[config.mk]
export PLATFORM = sky130hd
export DESIGN_NAME = comp_stat_window
export DESIGN_NICKNAME = d
export VERILOG_FILES = /design/src/rtl/comp_stat_window.sv
export SDC_FILE = /design/constraint.sdc
export NUM_CORES = 1
export LEC_CHECK = 0
export CORE_MARGIN = 8
export CORE_UTILIZATION = 49
export CTS_BUF_LIST = sky130_fd_sc_hd__clkbuf_8 sky130_fd_sc_hd__clkbuf_16
export CTS_CLUSTER_DIAMETER = 120
export DETAILED_ROUTE_END_ITERATION = 10
export HOLD_SLACK_MARGIN = 0.12
export PLACE_DENSITY_LB_ADDON = 0.15
export SLEW_MARGIN = 30
export SYNTH_ARGS = -nofsm -noshare
export SYNTH_HDL_FRONTEND = slang
export SYNTH_SLANG_ARGS = --single-unit
export TNS_END_PERCENT = 100
[constraint.sdc]
create_clock -name i_Clk -period 2.8 [get_ports i_Clk]
set_clock_uncertainty 0.15 [all_clocks]
set_input_delay 0.84 -clock i_Clk [delete_from_list [all_inputs] [get_ports i_Clk]]
set_output_delay 0.84 -clock i_Clk [all_outputs]
set_load 0.01 [all_outputs]
[src/rtl/comp_stat_window.sv]
// Comparator statistics window.
// Collects WINDOW accepted comparator samples (one-hot Mayor/Igual/Menor flags), counts each
// class, flags non-one-hot samples, then holds a report until downstream accepts it.
// Ports:
//   i_Clk, i_Rst                  clock, synchronous active-high reset
//   i_Valid, o_Ready              sample handshake (upstream)
//   i_Mayor, i_Igual, i_Menor     comparator flags, expected one-hot
//   o_Valid, i_Ready              report handshake (downstream)
//   o_CntMayor/Igual/Menor        per-class counts of the reported window
//   o_Error                       reported window held at least one non-one-hot sample
module comp_stat_window #(
  parameter int unsigned CNT_W  = 8,
  parameter int unsigned WINDOW = 16
) (
  input  logic             i_Clk,
  input  logic             i_Rst,
  input  logic             i_Valid,
  input  logic             i_Mayor,
  input  logic             i_Igual,
  input  logic             i_Menor,
  output logic             o_Ready,
  output logic             o_Valid,
  input  logic             i_Ready,
  output logic [CNT_W-1:0] o_CntMayor,
  output logic [CNT_W-1:0] o_CntIgual,
  output logic [CNT_W-1:0] o_CntMenor,
  output logic             o_Error
);

  typedef enum logic [0:0] {StAcum, StReport} state_e;

  localparam logic [CNT_W-1:0] LastIdx = CNT_W'(WINDOW - 1);

  state_e           r_state, w_state_next;
  logic [CNT_W-1:0] r_smp_cnt;
  logic [CNT_W-1:0] r_cnt_mayor, r_cnt_igual, r_cnt_menor;
  logic             r_err;
  logic [CNT_W-1:0] r_out_mayor, r_out_igual, r_out_menor;
  logic             r_out_err;

  logic             w_accept, w_last, w_one_hot;
  logic [CNT_W-1:0] w_mayor_nxt, w_igual_nxt, w_menor_nxt;
  logic             w_err_nxt;

  // Window counters including the sample currently being accepted.
  always_comb begin
    w_one_hot   = $onehot({i_Mayor, i_Igual, i_Menor});
    w_accept    = i_Valid && (r_state == StAcum);
    w_last      = w_accept && (r_smp_cnt == LastIdx);
    w_mayor_nxt = r_cnt_mayor + CNT_W'(i_Mayor & w_one_hot);
    w_igual_nxt = r_cnt_igual + CNT_W'(i_Igual & w_one_hot);
    w_menor_nxt = r_cnt_menor + CNT_W'(i_Menor & w_one_hot);
    w_err_nxt   = r_err | ~w_one_hot;
  end

  always_comb begin
    w_state_next = r_state;
    unique case (r_state)
      StAcum:   if (w_last)  w_state_next = StReport;
      StReport: if (i_Ready) w_state_next = StAcum;
      default:  w_state_next = StAcum;
    endcase
  end

  always_ff @(posedge i_Clk) begin
    if (i_Rst) r_state <= StAcum;
    else       r_state <= w_state_next;
  end

  always_ff @(posedge i_Clk) begin
    if (i_Rst) begin
      r_smp_cnt   <= '0;
      r_cnt_mayor <= '0;
      r_cnt_igual <= '0;
      r_cnt_menor <= '0;
      r_err       <= 1'b0;
      r_out_mayor <= '0;
      r_out_igual <= '0;
      r_out_menor <= '0;
      r_out_err   <= 1'b0;
    end else if (w_accept) begin
      if (w_last) begin
        // Publish the completed window and start the next one from zero.
        r_out_mayor <= w_mayor_nxt;
        r_out_igual <= w_igual_nxt;
        r_out_menor <= w_menor_nxt;
        r_out_err   <= w_err_nxt;
        r_smp_cnt   <= '0;
        r_cnt_mayor <= '0;
        r_cnt_igual <= '0;
        r_cnt_menor <= '0;
        r_err       <= 1'b0;
      end else begin
        r_smp_cnt   <= r_smp_cnt + CNT_W'(1);
        r_cnt_mayor <= w_mayor_nxt;
        r_cnt_igual <= w_igual_nxt;
        r_cnt_menor <= w_menor_nxt;
        r_err       <= w_err_nxt;
      end
    end
  end

  // Handshake outputs decode state only, so neither depends combinationally on inputs.
  assign o_Ready    = (r_state == StAcum);
  assign o_Valid    = (r_state == StReport);
  assign o_CntMayor = r_out_mayor;
  assign o_CntIgual = r_out_igual;
  assign o_CntMenor = r_out_menor;
  assign o_Error    = r_out_err;

endmodule

After elaboration in Yosys (flattened, before gate mapping):

Index checks and enable logic that the tools add are counted.

* input bits: 7
* flip-flop bits (word level): 59

* $add $sub $neg: 6
* equal/unequal tests: 2
* bitwise gates (word level): 6
* multiplexer cells: 8
* reductions and logical operators: 3

Operators with widths (number)
* $mux W8: 4
* $add A8 B1 Y8: 3
* $add A8 B1 Y8 const B: 1
* $eq A8 B4 Y1 const B: 1
* $and A1 B1 Y1: 3
* $mux W1: 3
* $add A1 B1 Y2: 1
* $add A2 B1 Y2: 1
* $eq A2 B1 Y1 const B: 1
* $logic_and A1 B1 Y1: 2
* $not A1 Y1: 2
* $pmux W1 S2: 1
* $reduce_and A2 Y1: 1
* $or A1 B1 Y1: 1

Logic depth before layout (Yosys ltp):

Gate-level depths: netlist of the first run.

* depth in word-level cells: 6
* mapped depth: 10
* mapped depth without buffers: 10

Worst setup path before layout of the first run:

OpenSTA, ideal clock, no wires.

* path kind: input-to-reg
* start point: input port i_Mayor
* end point: register r_cnt_igual[4]
* data arrival time: 2398 ps
* buffers on the path: 0
* stages: 10
* setup slack: 125 ps
* setup time: 128 ps
* path through: inv_1 fa_1 nand2b_1 nor2_1 ha_1 ha_1 nand3_1 xnor2_1 a22oi_1 nor2_1

* longest elaborated chain between the ends: 5

RTL lines
* start: declaration: RTL line 18 `input logic i_Mayor,`
* $add A2 B1 Y2 (not written as such): RTL line 47 `w_one_hot = $onehot({i_Mayor, i_Igual, i_Menor});`
* $eq A2 B1 Y1: RTL line 47
* $and A1 B1 Y1: RTL line 51 `w_igual_nxt = r_cnt_igual + CNT_W'(i_Igual & w_one_hot);`
* $add A8 B1 Y8: RTL line 51
* $mux W8: RTL line 82 `if (w_last) begin`
* end signal: assignment: RTL line 96 `r_cnt_igual <= w_igual_nxt;`
* end: declaration: RTL line 36 `logic [CNT_W-1:0] r_cnt_mayor, r_cnt_igual, r_cnt_menor;`

No other way between the ends.
A chain may end at the register's enable or synchronous reset.

Final worst setup path of the first run:

* start point: input port i_Menor
* end point: register r_cnt_igual[3]

* longest elaborated chain between the ends: 6

RTL lines
* start: declaration: RTL line 20 `input logic i_Menor,`
* $add A1 B1 Y2 (not written as such): RTL line 47
* $add A2 B1 Y2 (not written as such): RTL line 47
* $eq A2 B1 Y1: RTL line 47
* $and A1 B1 Y1: RTL line 51
* $add A8 B1 Y8: RTL line 51
* $mux W8: RTL line 82

No other way between the ends.

==> reports/results.ini, run 1 <==
[status]
run_status=finished clean

[synth]
post_synth_main_area_contributors=sky130_fd_sc_hd__dfxtp_1 45%, sky130_fd_sc_hd__nor2_1 7.1%, sky130_fd_sc_hd__a211oi_2 5.8%
synth_warnings=0
yosysTopAreaCellShare=0.4543
synth.yosys.seq_area_share=0.4543
post-synth-top-area-cell=sky130_fd_sc_hd__dfxtp_1
gate_count_of_the_mapped_netlist=295
synth_cell_types=30
avgSynthCellArea_sq_um=8.814
syn-cell-area_sq_mm=0.002600
synth_async_sr_flop_share=0
synth_edf_count=0
synth-seq-cells=59
synthMostInstantiatedCell=sky130_fd_sc_hd__dfxtp_1
dominantRegCellSynth=sky130_fd_sc_hd__dfxtp_1
synthTopCellsByCount=59 x sky130_fd_sc_hd__dfxtp_1, 49 x sky130_fd_sc_hd__nor2_1, 36 x sky130_fd_sc_hd__nand2_1, 17 x sky130_fd_sc_hd__a21oi_1
syn_nets=310

[worst_setup_path]
worstReg2RegEnd=o_CntMayor[2]
crit_family=adder cells
critical_path_buf_inv_count=3
worst_setup_path_start_kind=primary input
path_max_fanout=4
path_class=primary input to flip-flop
reg2reg_slack_ns=0.92
slowest_cell_on_crit_path=sky130_fd_sc_hd__fa_1
worst_ep_arrival_time_ns=2.72
ff2ff_path_depth=6
timing.critical_path.required_ns=2.85
timing.critical_path.depth=11
crit-reg2reg-launch=r_smp_cnt[0]
type_of_destination_of_the_critical_path=flip-flop
slowest_delay_ns=0.47
timing.critical_path.cells=dlygate4sd2_1 > inv_2 > fa_1 > nand2b_4 > nor2_2 > ha_2 > nand3_2 > buf_6 > and2_4 > a22oi_2 > a21oi_1

[power]
powerDensity_mw_per_mm2=504.2
total_power_uw=1684
leakage_uw=0.001163
max-vdd-ir-drop_uv=357.3

[timing]
max_slew.worst_pin.slew_ns=0.4025
finalHoldViolations=0
finalCritPeriodShare=0.9549
worst_slew_margin_rel=0.7317
finalSetupViolations=0
fin_worst_hold_slack_ns=0.3018
period_minus_slack_ns=2.674
max_freq_ghz=0.3740
final-max-slew-violation-count=0
setup_repair_after_global_routing_missed_its_margin=no
finalSetupTns_ns=0

[global_routing]
grt_antenna_before_repair=0
globalRoute.totalOverflow=0
grt_util_all_layers=0.1601
grt_pass1_wl_mm=9.832
grt_pass1_vias=2190
grt_start_max_net_pins=32

[cts]
clock_tree.buffer_depth=2
ctsRootBufferMaster=sky130_fd_sc_hd__clkbuf_8
ctsResizeCount=31
cts_bufs_inserted=9
number_of_post_cts_setup_repair_buffers=0
cts_tree=done
clk_pin_slew_ns=0.06
cts.sink_count=59
ctsHtreeMaxLevel=3
clock_insertion_delay_worst_skew_ns=0.33
holdBufCountCts=0

[placement]
port-buffer-count=33
post-dp-hpwl_mm=3.893
gp_congestion=0.8216

[die]
chipWidth_um=88.85
fp-row-count=26
design.core.area_sq_mm=0.005107
die_footprint_sq_mm=0.007893
dieHeight_um=88.85
initial_core_util=0.5091
ioPinCount=34

[job]
max-cap-violations=0

[layout]
area_delta_synth_final_pct=28.49
post_route_cells_drive_above_1_share=0.2012
num_antenna_cells=0
num-nets-final=353
core_util_final=0.6541

[route]
initialDrtViolationCount=75
drt_pre_antenna_iters=4
routedLengthMet1_mm=2.430
top_signal_layer_used=met4
met3_length_um=219
met2WireLength_mm=2.998
drt-vias-per-instance=5.312
antenna_violating_nets_post_route=0
wirelength_mm=5.744
wl_per_cell_um=13.91
drcViolationCount=0
vias=2194

[min_path]
worst_hold_startpoint=o_CntMenor[0]
hold_end=o_CntMenor[0]
hold_path_depth=2
hold_class=flip-flop to flip-flop

==> worst min-delay path, stage by stage, from the launching register on <==
cell and delay (ns):
sky130_fd_sc_hd__dfxtp_1 0.31, sky130_fd_sc_hd__nand2_1 0.05, sky130_fd_sc_hd__a21oi_1 0.05
==> metal layers <==
metal  GRT usage  up-vias
met2      0.2837       38
li1            -     1096
met4     0.06912        0
met3     0.04271       10
met1      0.1737     1050
met5           0        -
==> logic make-up (layout without fill, tap and decap cells) <==
kind of cell	after synthesis	after routing	share of synthesized area
and+or+nand+nor	131	131	0.2281
buffers and inverters	21	69	0.04860
DFF	59	59	0.4543
AOI/OAI and AO/OA	58	58	0.1665
muxes	1	1	0.003850
xor gates and xnor gates	17	17	0.05727
adders and majority gates	8	8	0.04138
==> final cells by class <==
class | count | area (sq um)
Clock inverter | 6 | 56.30
Timing Repair Buffer | 49 | 457.9
Fill cell | 446 | 1767
Tap cell | 70 | 87.58
Sequential cell | 59 | 1181
Multi-Input combinational cell | 215 | 1405
Inverter | 4 | 15.01
Clock buffer | 10 | 137.6
==> placed cells by master, fill, tap and decap left out, types with 9 or more instances in the layout <==
| master | n |
|---|---|
| sky130_fd_sc_hd__clkbuf_8 | 10 |
| sky130_fd_sc_hd__o21ai_0 | 10 |
| sky130_fd_sc_hd__clkdlybuf4s50_1 | 29 |
| sky130_fd_sc_hd__dfxtp_1 | 59 |
| sky130_fd_sc_hd__a211oi_2 | 12 |
| sky130_fd_sc_hd__a21oi_1 | 17 |
| sky130_fd_sc_hd__nand2_1 | 36 |
| sky130_fd_sc_hd__xnor2_1 | 11 |
| sky130_fd_sc_hd__nor3_1 | 9 |
| sky130_fd_sc_hd__a22oi_1 | 11 |
| sky130_fd_sc_hd__buf_4 | 14 |
| sky130_fd_sc_hd__nor2_1 | 45 |
==> sequential cells by signal (all words and copies together) (netlist names) <==
| register | count |
|---|---|
| r_cnt_igual | 8 |
| r_cnt_mayor | 8 |
| o_Valid | 1 |
| o_CntMayor | 8 |
| r_smp_cnt | 8 |
| r_err | 1 |
| o_CntIgual | 8 |
| r_cnt_menor | 8 |
| o_CntMenor | 8 |
| o_Error | 1 |
==> power breakdown <==
part	internal [uW]	leakage (uW)	switching, uW
Clock	427	0.000103	328
Combinational	32.9	0.000584	47.0
Sequential	845	0.000476	4.57
==> how the worst max path moves through the flow <==
stage	start	slack [ns]	endpoint
floorplan	i_Mayor	0.12	r_cnt_igual[4]
global placement	i_Mayor	-0.51	r_cnt_mayor[6]
detailed placement	i_Mayor	-0.55	o_CntMayor[4]
CTS	i_Menor	0.14	r_cnt_igual[3]
global route	i_Menor	0.02	o_CntMenor[4]
finish	i_Menor	0.13	r_cnt_igual[3]
==> metrics by stage <==
stage,cells,worst slack (ns),area [sq um]
final,413,0.1262,3341
after CTS,413,0.1407,3341
after detailed placement,397,-0.5464,3034
after global routing,413,0.02157,3341
after global placement,397,-0.5063,3034
after floorplan,295,0.1248,2600
No activity file was read; power rests on OpenSTA's default activity.
==> inputs of run 2 (changes only) <==
SETUP_SLACK_MARGIN = 0.1   (was unset)
SKIP_CTS_REPAIR_TIMING = 1   (was unset)
==> run 2 against run 1 <==
  * First-iteration DRC count up 13%
  * Die area unchanged
  * Critical path depth unchanged
==> reports/results.ini, run 2 (synthesized netlist as in run 1, its figures left out) <==
[placement]
post-dp-hpwl_mm=3.893  ; unchanged
port-buffer-count=33  ; unchanged
gp_congestion=0.8216  ; unchanged
post-place-ws_ns=-0.5464  ; unchanged
dpl_cell_area_sq_mm=0.003034  ; unchanged

[worst_setup_path]
type_of_destination_of_the_critical_path=flip-flop
reg2reg_slack_ns=0.91  ; about the same
ff2ff_path_depth=6  ; unchanged
worstReg2RegEnd=o_CntMayor[2]
worst_setup_path_start_kind=primary input
crit-reg2reg-launch=r_smp_cnt[0]
path_class=primary input to flip-flop
worst_ep_arrival_time_ns=2.63  ; -0.09 ns
path_max_fanout=4  ; unchanged
timing.critical_path.required_ns=2.87  ; +0.02 ns

[die]
die_footprint_sq_mm=0.007893  ; unchanged
initial_core_util=0.5091  ; unchanged
fp-row-count=26  ; unchanged
chipWidth_um=88.85  ; unchanged
dieHeight_um=88.85  ; unchanged
ioPinCount=34  ; unchanged
design.core.area_sq_mm=0.005107  ; unchanged

[timing]
period_minus_slack_ns=2.566  ; -0.1083 ns
final-max-slew-violation-count=0  ; unchanged
fin_worst_hold_slack_ns=0.3018  ; +0.00001100 ns
setup_repair_after_global_routing_missed_its_margin=no
finalCritPeriodShare=0.9163  ; -0.03867
max_freq_ghz=0.3898  ; +4.2%
worst_slack_ns=0.2345  ; +0.1083 ns
finalSetupViolations=0  ; unchanged
finalSetupTns_ns=0  ; unchanged
worst_slew_margin_rel=0.7131  ; -0.01856
max_slew.worst_pin.slew_ns=0.4303  ; +0.02784 ns
finalHoldViolations=0  ; unchanged

[route]
drt-vias-per-instance=5.249  ; -1.2%
drcViolationCount=0  ; unchanged
drt_pre_antenna_iters=5  ; +1
antenna_violating_nets_post_route=0  ; unchanged
initialDrtViolationCount=85  ; +13%
vias=2168  ; -1.2%
wirelength_mm=5.719  ; -0.44%
wl_per_cell_um=13.85  ; -0.44%

[power]
powerDensity_mw_per_mm2=497.0  ; -1.4%
max-vdd-ir-drop_uv=358.8  ; +0.43%
leakage_uw=0.001202  ; +3.3%

[global_routing]
grt_antenna_before_repair=0  ; unchanged
grt_pass1_vias=2103  ; -4.0%
grt_pass1_wl_mm=9.280  ; -5.6%
grt_start_max_net_pins=32  ; unchanged
grt_util_all_layers=0.1498  ; -0.01023
globalRoute.totalOverflow=0  ; unchanged

[layout]
most_used_cells_in_the_layout_excluding_fill_and_tap_cells=59 x sky130_fd_sc_hd__dfxtp_1, 45 x sky130_fd_sc_hd__nor2_1, 36 x sky130_fd_sc_hd__nand2_1
leading_cell_type_in_the_layout_fill_and_taps_excluded=sky130_fd_sc_hd__dfxtp_1
fill_cells=434  ; -2.7%
area_delta_synth_final_pct=30.80
num_antenna_cells=0  ; unchanged
fin_area_sq_mm=0.003401  ; +1.8%
post_route_cells_drive_above_1_share=0.2128  ; +0.01166
core_util_final=0.6659  ; +0.01176
num-nets-final=353  ; unchanged

[cts]
cts_tree=done
clock_tree.buffer_depth=2  ; unchanged
clk_pin_slew_ns=0.07  ; about the same
ctsRootBufferMaster=sky130_fd_sc_hd__clkbuf_8
cts_bufs_inserted=9  ; unchanged
cts.sink_count=59  ; unchanged
ctsHtreeMaxLevel=3  ; unchanged
clock_insertion_delay_worst_skew_ns=0.33  ; about the same

[min_path]
worst_hold_startpoint=o_CntMenor[0]
hold_end=o_CntMenor[0]
hold_path_depth=2  ; unchanged
hold_class=flip-flop to flip-flop

[job]
max-cap-violations=0  ; unchanged

[status]
run_status=finished clean

==> run 2: changes by cell type in the layout (fill, tap and decap cells not counted), moves of 2 or more <==
cell | before | now
sky130_fd_sc_hd__xnor2_1 | 11 | 9
sky130_fd_sc_hd__dlygate4sd2_1 | 3 | 0
sky130_fd_sc_hd__dlymetal6s2s_1 | 0 | 3
sky130_fd_sc_hd__xnor2_2 | 1 | 3
==> run 2: worst max-delay path by stage <==
stage	slack, ns	startpoint	end
global route	0.11	i_Menor	r_cnt_menor[4]
detailed placement	-0.55	i_Mayor	o_CntMayor[4]
CTS	-0.26	i_Mayor	r_cnt_mayor[4]
global placement	-0.51	i_Mayor	r_cnt_mayor[6]
finish	0.23	i_Menor	r_cnt_menor[4]
floorplan	0.12	i_Mayor	r_cnt_igual[4]
==> run 2: worst max-delay path, cell delays in order <==
cell and delay [ns]:
sky130_fd_sc_hd__dlymetal6s2s_1 0.10, sky130_fd_sc_hd__inv_2 0.05, sky130_fd_sc_hd__fa_1 0.47, sky130_fd_sc_hd__nand2b_4 0.18, sky130_fd_sc_hd__nor2_2 0.09, sky130_fd_sc_hd__ha_2 0.24, sky130_fd_sc_hd__ha_4 0.16, sky130_fd_sc_hd__nand3_1 0.13
sky130_fd_sc_hd__xnor2_2 0.18, sky130_fd_sc_hd__a22oi_1 0.14, sky130_fd_sc_hd__nor2_1 0.05
==> run 2: per-stage QoR <==
step | cells | power [uW]
final | 413 | 1690
after CTS | 413 | 1692
after global placement | 397 | 941.4
after global routing | 413 | 1747
after detailed placement | 397 | 942.3
after floorplan | 295 | 911.4
==> run 2: report_power, final <==
part / switching, uW / total (uW) / internal [uW]
combinational: 47.8 / 82.6 / 34.8
clock: 331 / 757 / 427
sequential: 4.81 / 850 / 845
total: 383 / 1690 / 1310
==> run 2: layout make-up <==
class                   count  area, sq um  share of cell area
inverters                   4        15.01            0.004415
clock buffers              10        137.6             0.04047
multi-input cells         215         1458              0.4286
repair buffers             49        465.4              0.1369
flip-flops and latches     59         1181              0.3473
well taps                  70        87.58             0.02575
clock inverters             6        56.30             0.01656
==> run 2: layer usage <==
layer | global-route usage | share of wire
met4 | 0.06912 | 0.023
met1 | 0.1698 | 0.44
met3 | 0.03157 | 0.033
met2 | 0.2608 | 0.50
met5 | 0 | 0
